--- src/rtl/adas_pkg.sv ---
// Shared defaults and sizing helper for the ADAS brake-decision block.
package adas_pkg;

  localparam int unsigned DEFAULT_SYNC_STAGES    = 2;
  localparam int unsigned DEFAULT_CONFIRM_CYCLES = 4;

  // Bits needed to hold a count from 0 up to and including max_count.
  function automatic int unsigned cnt_width(input int unsigned max_count);
    return $clog2(max_count + 1);
  endfunction

endpackage

--- src/rtl/sync_bit.sv ---
// N-stage single-bit synchroniser with synchronous active-high clear.
module sync_bit #(
  parameter int unsigned N = 2
) (
  input  logic clock_i,
  input  logic reset_i,
  input  logic d_i,
  output logic q_o
);

  logic [N-1:0] sync_q;

  always_ff @(posedge clock_i) begin
    if (reset_i) begin
      sync_q <= '0;
    end else begin
      sync_q[0] <= d_i;
      for (int unsigned i = 1; i < N; i++) begin
        sync_q[i] <= sync_q[i-1];
      end
    end
  end

  assign q_o = sync_q[N-1];

endmodule

--- src/rtl/adas_brake_ctrl.sv ---
// Brake decision: driver pedal OR confirmed camera+radar obstacle, with the
// autonomous branch disabled by the ADAS error flag.
module adas_brake_ctrl
  import adas_pkg::*;
#(
  parameter int unsigned SYNC_STAGES    = DEFAULT_SYNC_STAGES,
  parameter int unsigned CONFIRM_CYCLES = DEFAULT_CONFIRM_CYCLES
) (
  input  logic clock,
  input  logic reset,
  input  logic driver_break,
  input  logic camera,
  input  logic radar,
  input  logic adas_error,
  output logic vehicle_break,
  output logic auto_brake,
  output logic fault
);

  localparam int unsigned   CW       = cnt_width(CONFIRM_CYCLES);
  localparam logic [CW-1:0] CONF_MAX = CW'(CONFIRM_CYCLES);

  logic d_s, c_s, r_s, e_s;
  logic det, confirmed, confirmed_next;
  logic [CW-1:0] cnt_q, cnt_d;
  logic vb_q, vb_d, ab_q, ab_d, flt_q, flt_d;

  sync_bit #(.N(SYNC_STAGES)) u_sync_drv (
    .clock_i(clock), .reset_i(reset), .d_i(driver_break), .q_o(d_s)
  );
  sync_bit #(.N(SYNC_STAGES)) u_sync_cam (
    .clock_i(clock), .reset_i(reset), .d_i(camera), .q_o(c_s)
  );
  sync_bit #(.N(SYNC_STAGES)) u_sync_rad (
    .clock_i(clock), .reset_i(reset), .d_i(radar), .q_o(r_s)
  );
  sync_bit #(.N(SYNC_STAGES)) u_sync_err (
    .clock_i(clock), .reset_i(reset), .d_i(adas_error), .q_o(e_s)
  );

  assign det       = c_s & r_s & ~e_s;
  assign confirmed = (cnt_q == CONF_MAX);

  // Outputs look at the count being written this edge, so the autonomous
  // brake asserts on the same edge the count reaches CONFIRM_CYCLES.
  always_comb begin
    cnt_d = '0;
    if (det) begin
      cnt_d = confirmed ? cnt_q : cnt_q + 1'b1;
    end
    confirmed_next = (cnt_d == CONF_MAX);
    ab_d           = det & confirmed_next;
    vb_d           = d_s | ab_d;
    flt_d          = e_s;
  end

  always_ff @(posedge clock) begin
    if (reset) begin
      cnt_q <= '0;
      vb_q  <= 1'b0;
      ab_q  <= 1'b0;
      flt_q <= 1'b0;
    end else begin
      cnt_q <= cnt_d;
      vb_q  <= vb_d;
      ab_q  <= ab_d;
      flt_q <= flt_d;
    end
  end

  assign vehicle_break = vb_q;
  assign auto_brake    = ab_q;
  assign fault         = flt_q;

endmodule

--- config.mk ---
export PLATFORM = sky130hd
export DESIGN_NAME = adas_brake_ctrl
export DESIGN_NICKNAME = d
export VERILOG_FILES = /design/src/rtl/adas_pkg.sv /design/src/rtl/sync_bit.sv /design/src/rtl/adas_brake_ctrl.sv
export SDC_FILE = /design/constraint.sdc
export NUM_CORES = 1
export LEC_CHECK = 0
export CAP_MARGIN = 20
export CORE_MARGIN = 1.5
export CORE_UTILIZATION = 30
export CTS_CLUSTER_SIZE = 14
export DETAILED_ROUTE_END_ITERATION = 7
export GPL_TIMING_DRIVEN = 0
export PLACE_DENSITY = 0.53
export SYNTH_ARGS = -nofsm -noshare
export SYNTH_HDL_FRONTEND = slang
export SYNTH_SLANG_ARGS = --single-unit
--- constraint.sdc ---
create_clock -name clock -period 1.2 [get_ports clock]
set_input_delay 0.36 -clock clock [delete_from_list [all_inputs] [get_ports clock]]
set_output_delay 0.36 -clock clock [all_outputs]
set_load 0.02 [all_outputs]
---- Word-level counts from Yosys, hierarchy flattened ----
Cells that the tools add are included.
word-level totals
  logic and storage cells ................. 18
  bits in registers ....................... 14
  bits of input ports ..................... 6
operators by class
  bitwise operators ....................... 5
  eq/ne operators ......................... 2
  add/subtract/negate cells ............... 1
  muxes and demuxes ....................... 2
operators by type and width
  kind                   count
  $eq A3 B3 Y1 const B   2
  $mux W3                2
  $add A3 B1 Y3 const B  1
  $and A1 B1 Y1          3
  $not A1 Y1             1
  $or A1 B1 Y1           1

---- Depth between registers and ports, before layout ----
Gate-level depths: netlist of run 1.
  word-level depth ........................ 6
  depth in mapped cells ................... 5
  depth with buffers taken out ............ 5

---- Modules after synthesis ----
From an unflattened synthesis of run 1, not the netlist that was laid out.
unflattened totals
  cells, all modules ...................... 41
  area total of the unflattened synthesis .. 479.2 um^2
modules (own cells, without submodules)
  module           times used  area an instance (um^2)  seq. area each (um^2)  cells each
  adas_brake_ctrl  1           269.0                    120.1                  25
  sync_bit         4           52.6                     40.0                   4

---- Least setup slack after synthesis of run 1 ----
OpenSTA, ideal clock, no wires.
  path type ............................... register -> register
  from .................................... register cnt_q[0]
  to ...................................... register vb_q, in the netlist vehicle_break
  data required time ...................... 1.062 ns
  period minus slack after synthesis ...... 1.041 ns
  path buffers ............................ 0
  setup slack ............................. 0.159 ns
  arrival time ............................ 0.903 ns
  cell stages (with the launch flop) ...... 6
  cell sequence ........................... dfxtp_1 -> inv_1 -> ha_1 -> nand2_1 -> xnor2_1 -> o32ai_2
on the way
  longest elaborated chain between the ends .. 6
  elaborated cells between the ends (all ways) .. 7
RTL lines
  element                                               line                                          source
  start, declared                                       adas_brake_ctrl.sv:25                         logic [CW-1:0] cnt_q, cnt_d;
  start signal, assigned                                adas_brake_ctrl.sv:64                         cnt_q <= cnt_d;
  $add A3 B1 Y3 / $eq A3 B3 Y1 (equally long branches)  adas_brake_ctrl.sv:49, adas_brake_ctrl.sv:42
  $mux W3 (*)                                           adas_brake_ctrl.sv:49                         cnt_d = confirmed ? cnt_q : cnt_q + 1'b1;
  $mux W3 (*)                                           adas_brake_ctrl.sv:48                         if (det) begin
  $eq A3 B3 Y1 (*)                                      adas_brake_ctrl.sv:51                         confirmed_next = (cnt_d == CONF_MAX);
  $and A1 B1 Y1 (*)                                     adas_brake_ctrl.sv:52                         ab_d = det & confirmed_next;
  $or A1 B1 Y1 (*)                                      adas_brake_ctrl.sv:53                         vb_d = d_s | ab_d;
  end signal, assigned                                  adas_brake_ctrl.sv:65                         vb_q <= vb_d;
  end, declared                                         adas_brake_ctrl.sv:26                         logic vb_q, vb_d, ab_q, ab_d, flt_q, flt_d;
Every way passes the cells marked *; elsewhere a longest branch is shown, timed or not.
A chain may end at the register's enable or synchronous reset.

---- Worst setup path after layout of run 1 ----
  from .................................... register cnt_q[0]
  to ...................................... register ab_q, in the netlist auto_brake
on the way
  longest elaborated chain between the ends .. 5
  elaborated cells between the ends (all ways) .. 6
RTL lines
  element                                               line                                          source
  $add A3 B1 Y3 / $eq A3 B3 Y1 (equally long branches)  adas_brake_ctrl.sv:49, adas_brake_ctrl.sv:42
  $mux W3 (*)                                           adas_brake_ctrl.sv:49
  $mux W3 (*)                                           adas_brake_ctrl.sv:48
  $eq A3 B3 Y1 (*)                                      adas_brake_ctrl.sv:51
  $and A1 B1 Y1 (*)                                     adas_brake_ctrl.sv:52
  end signal, assigned                                  adas_brake_ctrl.sv:61                         ab_q <= 1'b0;
  end signal, assigned                                  adas_brake_ctrl.sv:66                         ab_q <= ab_d;
  end, declared                                         adas_brake_ctrl.sv:26
Marks and branches as above.

==> results of run 1 <==
-- stage by stage --
stage | setup WS (ps) | hold slack (ps) | instance area, sq um
6_report | 83.78 | 440.3 | 616.8
5_1_grt | -7.424 | 463.4 | 616.8
4_1_cts | 13.20 | 441.3 | 593.1
3_5_place_dp | -330.9 | 422.0 | 558.0
3_3_place_gp | -304.2 | 421.0 | 558.0
2_1_floorplan | 159.0 | 413.8 | 459.2
-- area by class of cell --
| class | count | share of cell area |
|---|---|---|
| tap | 15 | 0.03043 |
| timing repair buffer | 10 | 0.1278 |
| buffer | 1 | 0.006085 |
| inverter | 4 | 0.02434 |
| multi-input combinational | 20 | 0.2961 |
| sequential | 14 | 0.4564 |
| clock buffer | 4 | 0.05882 |
-- kinds of logic after synthesis --
group                    share of synthesized area
XOR/XNOR                                   0.01908
buffers and inverters                      0.04085
AND/OR/NAND/NOR                             0.2125
flip-flops                                  0.6104
adder cells (fa/ha/maj)                    0.05449
AO/OA/AOI/OAI                              0.06268
-- layout by cell type, fill, tap and decap left out, drive strengths merged, types with 2 or more instances in the layout --
cell / instances
buf: 5
dfxtp: 14
clkdlybuf4s50: 4
inv: 4
and2: 2
ha: 2
nor2b: 9
clkbuf: 5
-- where the power goes --
part           total (W)  internal (W)  leakage (nW)  switching, W
Clock           0.000328      0.000185        0.0210      0.000144
Combinational  0.0000380     0.0000244         0.124     0.0000136
Sequential      0.000481      0.000478         0.115    0.00000291
-- flip-flops by register name, indices dropped and copies added, names as in the netlist --
signal	cells
auto_brake	1
fault	1
cnt_q	3
u_sync_err.sync_q	2
u_sync_cam.sync_q	2
u_sync_drv.sync_q	2
u_sync_rad.sync_q	2
vehicle_break	1
-- per-layer routing --
metal  routed length [microns]  vias to the layer above  track usage
met4                        34                        0       0.1125
met3                        30                        5      0.02586
met2                       357                        9       0.1469
met5                         0                        -            0
met1                       233                      134      0.07368
li1                          -                      150            -
-- Yosys cell counts --
library cell	number
and2_1	2
and4bb_1	1
clkbuf_1	1
dfxtp_1	14
ha_1	2
inv_1	4
nand2_1	1
nand3b_1	1
nor2b_1	9
nor3_1	1
o211ai_2	1
o32ai_2	1
xnor2_1	1
-- how the worst max path moves through the flow --
stage                   startpoint                        to  slack (ps)
2_1_floorplan  cnt_q[0]$_SDFF_PP0_  vehicle_break$_SDFF_PP0_         160
3_3_place_gp                 reset  vehicle_break$_SDFF_PP0_        -300
3_5_place_dp                 reset  vehicle_break$_SDFF_PP0_        -330
4_1_cts        cnt_q[0]$_SDFF_PP0_     auto_brake$_SDFF_PP0_          10
5_1_grt        cnt_q[0]$_SDFF_PP0_     auto_brake$_SDFF_PP0_          -7
6_report       cnt_q[0]$_SDFF_PP0_     auto_brake$_SDFF_PP0_          80
-- critical path, delay by kind of cell (launching register included) --
family                   cells  cell delay, ps
adder cells (fa/ha/maj)      1             140
AO/OA/AOI/OAI                1             110
flip-flops                   1             330
AND/OR/NAND/NOR              2             210
buffers and inverters        2             240
-- repair_timing --
item	CTS	global route
setup buffers	2	0
endpoints found under the hold margin	0	0
endpoints found under the setup margin	4	3
gates resized for setup	13	6
pin swaps	3	3
==> results.yml, run 1 <==
yosys:
  synthesis.yosys.warnings: 0
  synth_area_per_cell_sq_um: 11.77
  synth_area_leaders: "dfxtp_1 61%, nor2b_1 12%, ha_1 5.4%"
  netlist_area_sq_um: 459.2
  synth.yosys.seq_area_share: 0.6104
  postSynthNetCount: 47
  post_synth_inst_count: 39
  yosysUniqueCellTypes: 13
  fraction_of_synthesized_cell_area_taken_by_the_top_area_cell_type: 0.6104
  ys_seq_elements: 14
  synth_largest_area_cell: "dfxtp_1"
clock_network:
  post_cts_hold_buffer_count: 0
  numCtsBuffers: 3
  clkSlewWorstSetupHoldPaths_ps: 80
  cts-root-buf: "clkbuf_4"
  cts_tree: "yes"
  worst_skew_pair.late_latency_ps: 280
  cts.sinks: 14
  htreeDepth: 1
  ctsLongestPathBuffers: 2
drt:
  dr_total_vias: 298
  wl_per_cell_microns: 9.618
  final_antenna_net_count: 0
  via_per_inst: 4.382
  drc: 0
  drt_iter0_drc: 3
  postRouteWirelength_microns: 654
  number_of_detailed_route_iterations_in_the_first_pass: 2
floorplan:
  die_ar_sq_um: 1775
  fp.coreArea_sq_um: 1366
  starting_density_of_the_core: 0.3361
  die_x_microns: 42.13
  num_io_pins: 9
  placementRows: 13
  die_y_microns: 42.13
global_route:
  grt_pass1_vias: 285
  globalRoute.totalOverflow: 0
  first_pass_grt_wire_length_microns: 1097
  grtUsageTotal: 0.08824
  antenna_found_initial: 0
  grt_max_degree: 11
sta:
  hold_viol: 0
  post-route-min-period_ps: 1116
  final.period_utilization: 0.9302
  measured_slew_at_the_worst_slew_check_pin_ps: 425.6
  worst_slew_margin_rel: 0.7162
  setup_total_negative_slack_ps: 0
  clock-skew-final_ps: 3.590
  final_report_setup_violation_count: 0
  finalMaxSlewViolations: 0
  fmax_mhz: 895.9
placed_design:
  detailed_place_hpwl_microns: 470.5
  inst_count_dp: 62
  gpl.final_weighted_congestion: 0.5555
  placement.io_buffers: 8
setup_path:
  rr_endpoint: "auto_brake$_SDFF_PP0_"
  startpoint_type_of_the_worst_setup_path: "register"
  critPathMaxStageDelay_ps: 330
  cell_by_cell_trace_of_the_critical_path: "inv_2, ha_4, nand3b_1, o211ai_2, buf_4, nor3_1"
  critical_path_required_ps: 1410
  rr_worst_depth: 6
  cp_data_arrival_time_ps: 1320
  timing.reg2reg.setup_slack_ps: 80
  cp_max_fo: 3
  endpoint_kind: "register"
  path_class: "reg2reg"
  timing.critical_path.slowest_stage_cell: "dfxtp_2"
  regToRegStartpoint: "cnt_q[0]$_SDFF_PP0_"
run_status:
  status: "finished clean"
finish:
  instances_no_fill: 68
  seq_area_sq_um: 281.5
  layout.filler_cells: 142
  num-nets-final: 62
  multi_input_area_sq_um: 182.7
  fraction_of_layout_instances_using_a_drive_strength_above_1: 0.3019
  antennaDiodeCount: 0
  area_growth_pct: 34.33
  final_core_util: 0.4515
hold_path:
  worstHoldPathCells: 1
  hold_start: "u_sync_cam.sync_q[0]$_SDFF_PP0_"
  worst_hold_path.endpoint: "u_sync_cam.sync_q[1]$_SDFF_PP0_"
  timing.hold.worst.class: "reg2reg"
flow_run:
  maxCapViolCount: 0
power:
  max-vdd-ir-drop_v: 0.0006455
  power.static_leakage_nw: 0.2605
  pwr_density_cell_nw_per_um2: 1374
  p_total_w: 0.0008478
Power figures use the tool's default switching activity.
==> inputs of run 2 (changes only) <==
--- a/config.mk
+++ b/config.mk
@@ -11,7 +11,8 @@
 export CTS_CLUSTER_SIZE = 14
 export DETAILED_ROUTE_END_ITERATION = 7
 export GPL_TIMING_DRIVEN = 0
-export PLACE_DENSITY = 0.53
+export PLACE_DENSITY = 0.62
 export SYNTH_ARGS = -nofsm -noshare
 export SYNTH_HDL_FRONTEND = slang
+export SYNTH_HIERARCHICAL = 1
 export SYNTH_SLANG_ARGS = --single-unit
==> constraint.sdc (replaced) <==
create_clock -name clock -period 1 [get_ports clock]
set_input_delay 0.3 -clock clock [delete_from_list [all_inputs] [get_ports clock]]
set_output_delay 0.3 -clock clock [all_outputs]
set_load 0.02 [all_outputs]
==> results.yml, run 2 <==
yosys:
  yosysUniqueCellTypes: 13
  synth.top_cells.by_count: "14 x dfxtp_1, 9 x nor2b_1, 3 x inv_1, 3 x nor2_1"
  synth_enable_flop_cells: 0
  synth.most_common_cell: "dfxtp_1"
  synth.yosys.seq_area_share: 0.5849
  synth_area_per_cell_sq_um: 11.69
  netlist_area_sq_um: 479.2
  synth_area_leaders: "dfxtp_1 58%, nor2b_1 12%, nand4bb_4 5.7%"
  fraction_of_synthesized_cell_area_taken_by_the_top_area_cell_type: 0.5849
  dominantRegCellSynth: "dfxtp_1"
  synthesis.yosys.warnings: 6
  synthArstFlopShare: 0
  synth_largest_area_cell: "dfxtp_1"
  ys_seq_elements: 14
  post_synth_inst_count: 41
  postSynthNetCount: 49
drt:
  via_per_inst: 4.310
  number_of_detailed_route_iterations_in_the_first_pass: 3
  drt_iter0_drc: 3
  postRouteWirelength_microns: 628
  drc: 0
  final_antenna_net_count: 0
  wl_per_cell_microns: 8.845
  dr_total_vias: 306
run_status:
  status: "complete, but fails checks"
  violations_in_the_final_reports: "setup timing"
clock_network:
  cts.sinks: 14
  cts-root-buf: "clkbuf_4"
  numCtsBuffers: 3
  clkSlewWorstSetupHoldPaths_ps: 80
  cts_tree: "yes"
  ctsLongestPathBuffers: 2
  worst_skew_pair.late_latency_ps: 270
  htreeDepth: 1
  post_cts_hold_buffer_count: 0
finish:
  instances_no_fill: 71
  largest_register_ff_count: 3
  antennaDiodeCount: 0
  num-nets-final: 64
  regMostFlops: "cnt_q"
  fraction_of_layout_instances_using_a_drive_strength_above_1: 0.4727
  mostFrequentLayoutCells: "10 x dfxtp_1, 9 x nor2b_1, 4 x dfxtp_2, 4 x clkdlybuf4s50_1"
  area_growth_pct: 44.39
  layout_commonest_cell: "dfxtp_1"
  final_core_util: 0.4593
  total_non_filler_cell_area_in_the_finished_layout_sq_um: 691.9
flow_run:
  maxCapViolCount: 0
placed_design:
  gpl.final_weighted_congestion: 0.7171
  place_area_sq_um: 581.8
  placement.io_buffers: 8
  inst_count_dp: 65
global_route:
  grtUsageTotal: 0.09035
  grt_util_met2: 0.1424
  antenna_found_initial: 0
  grt_pass1_vias: 295
  grt_met1_usage: 0.1000
  grt_max_degree: 12
  first_pass_grt_wire_length_microns: 1173
  met3_usage: 0.05106
  grt_busiest_layer: "met2"
  globalRoute.totalOverflow: 0
power:
  power.static_leakage_nw: 0.2567
  max-vdd-ir-drop_v: 0.0006399
  pwr_density_cell_nw_per_um2: 1478
setup_path:
  cp_max_fo: 2
  cell_by_cell_trace_of_the_critical_path: "inv_2, ha_4, or3_4, o31ai_2"
  timing.critical_path.buf_inv: 1
  timing.critical_path.slowest_stage_cell: "or3_4"
  critical_path_required_ps: 1200
  critical-path-top-delay-family: "simple AND/OR/NAND/NOR gates"
  path_class: "reg2reg"
  critPathMaxStageDelay_ps: 370
  cp_data_arrival_time_ps: 1420
  startpoint_type_of_the_worst_setup_path: "register"
  endpoint_kind: "register"
sta:
  post-route-min-period_ps: 1227
  clock-skew-final_ps: 0.7644
  fmax_mhz: 814.8
  final_report_setup_violation_count: 6
  measured_slew_at_the_worst_slew_check_pin_ps: 182.5
  worst_slew_margin_rel: 0.8783
  final.period_utilization: 1.227
  finalMaxSlewViolations: 0
  rsz0062_at_grt: "true"
  hold_viol: 0
  fin_ws_ps: -227.3
floorplan:
  die_y_microns: 42.97
  die_x_microns: 42.97
  starting_density_of_the_core: 0.3181
  num_io_pins: 9
  placementRows: 14
  fp.coreArea_sq_um: 1506
  die_ar_sq_um: 1846
hold_path:
  timing.hold.worst.class: "in2reg"
==> run 2: metal layers <==
metal  up-vias  part of all wire
li1        156                 -
met1       138              0.38
met2        10              0.55
met3         2             0.054
met4         0             0.016
met5         -                 0
==> run 2: metrics by stage <==
stage,setup slack [ps],hold WS (ps),total power (W),setup TNS [ps]
after floorplan,-229.1,371.6,0.0006134,-405.9
after global placement,-872.3,417.9,0.0006420,-5236
after detailed placement,-885.0,429.1,0.0006434,-5376
after CTS,-237.3,408.6,0.001043,-550.6
after global routing,-281.1,417.6,0.001084,-753.8
final,-227.3,410.6,0.001023,-476.8
==> run 2: power breakdown <==
group          internal, W  switching, W
sequential        0.000574    0.00000621
combinational    0.0000359     0.0000149
clock             0.000221      0.000170
total             0.000831      0.000191
==> run 2: cell type report <==
cell class | instances | area (sq um)
fill | 150 | 814.5
sequential | 14 | 285.3
inverter | 3 | 11.26
timing repair buffer | 10 | 100.1
multi-input combinational | 24 | 239.0
tap | 16 | 20.02
clock buffer | 4 | 36.28
==> run 2: what timing repair did <==
action / CTS / global route
pin swaps: 3 / 1
endpoints found under the setup margin: 9 / 7
buffers inserted: 2 / 0
gates resized for setup: 30 / 2
==> run 2: kinds of logic (layout without fill, tap and decap cells) <==
family                   count (synthesis)  in the layout  share of synthesized area
AND/OR/NAND/NOR                         20             20                     0.2950
buffers and inverters                    3             17                    0.02350
AO/OA/AOI/OAI                            1              1                    0.02611
XOR/XNOR                                 1              1                    0.01828
flip-flops                              14             14                     0.5849
adder cells (fa/ha/maj)                  2              2                    0.05221
==> run 2: final timing paths <==
| kind | cells past startpoint | slack, ps | end | start |
|---|---|---|---|---|
| max | 4 | -230 | vehicle_break$_SDFF_PP0_ | cnt_q[0]$_SDFF_PP0_ |
| max reg2reg | 4 | -230 | vehicle_break$_SDFF_PP0_ | cnt_q[0]$_SDFF_PP0_ |
| min | 2 | 410 | u_sync_drv/sync_q[1]$_SDFF_PP0_ | reset |
| min reg2reg | 1 | 440 | u_sync_drv/sync_q[1]$_SDFF_PP0_ | u_sync_drv/sync_q[0]$_SDFF_PP0_ |
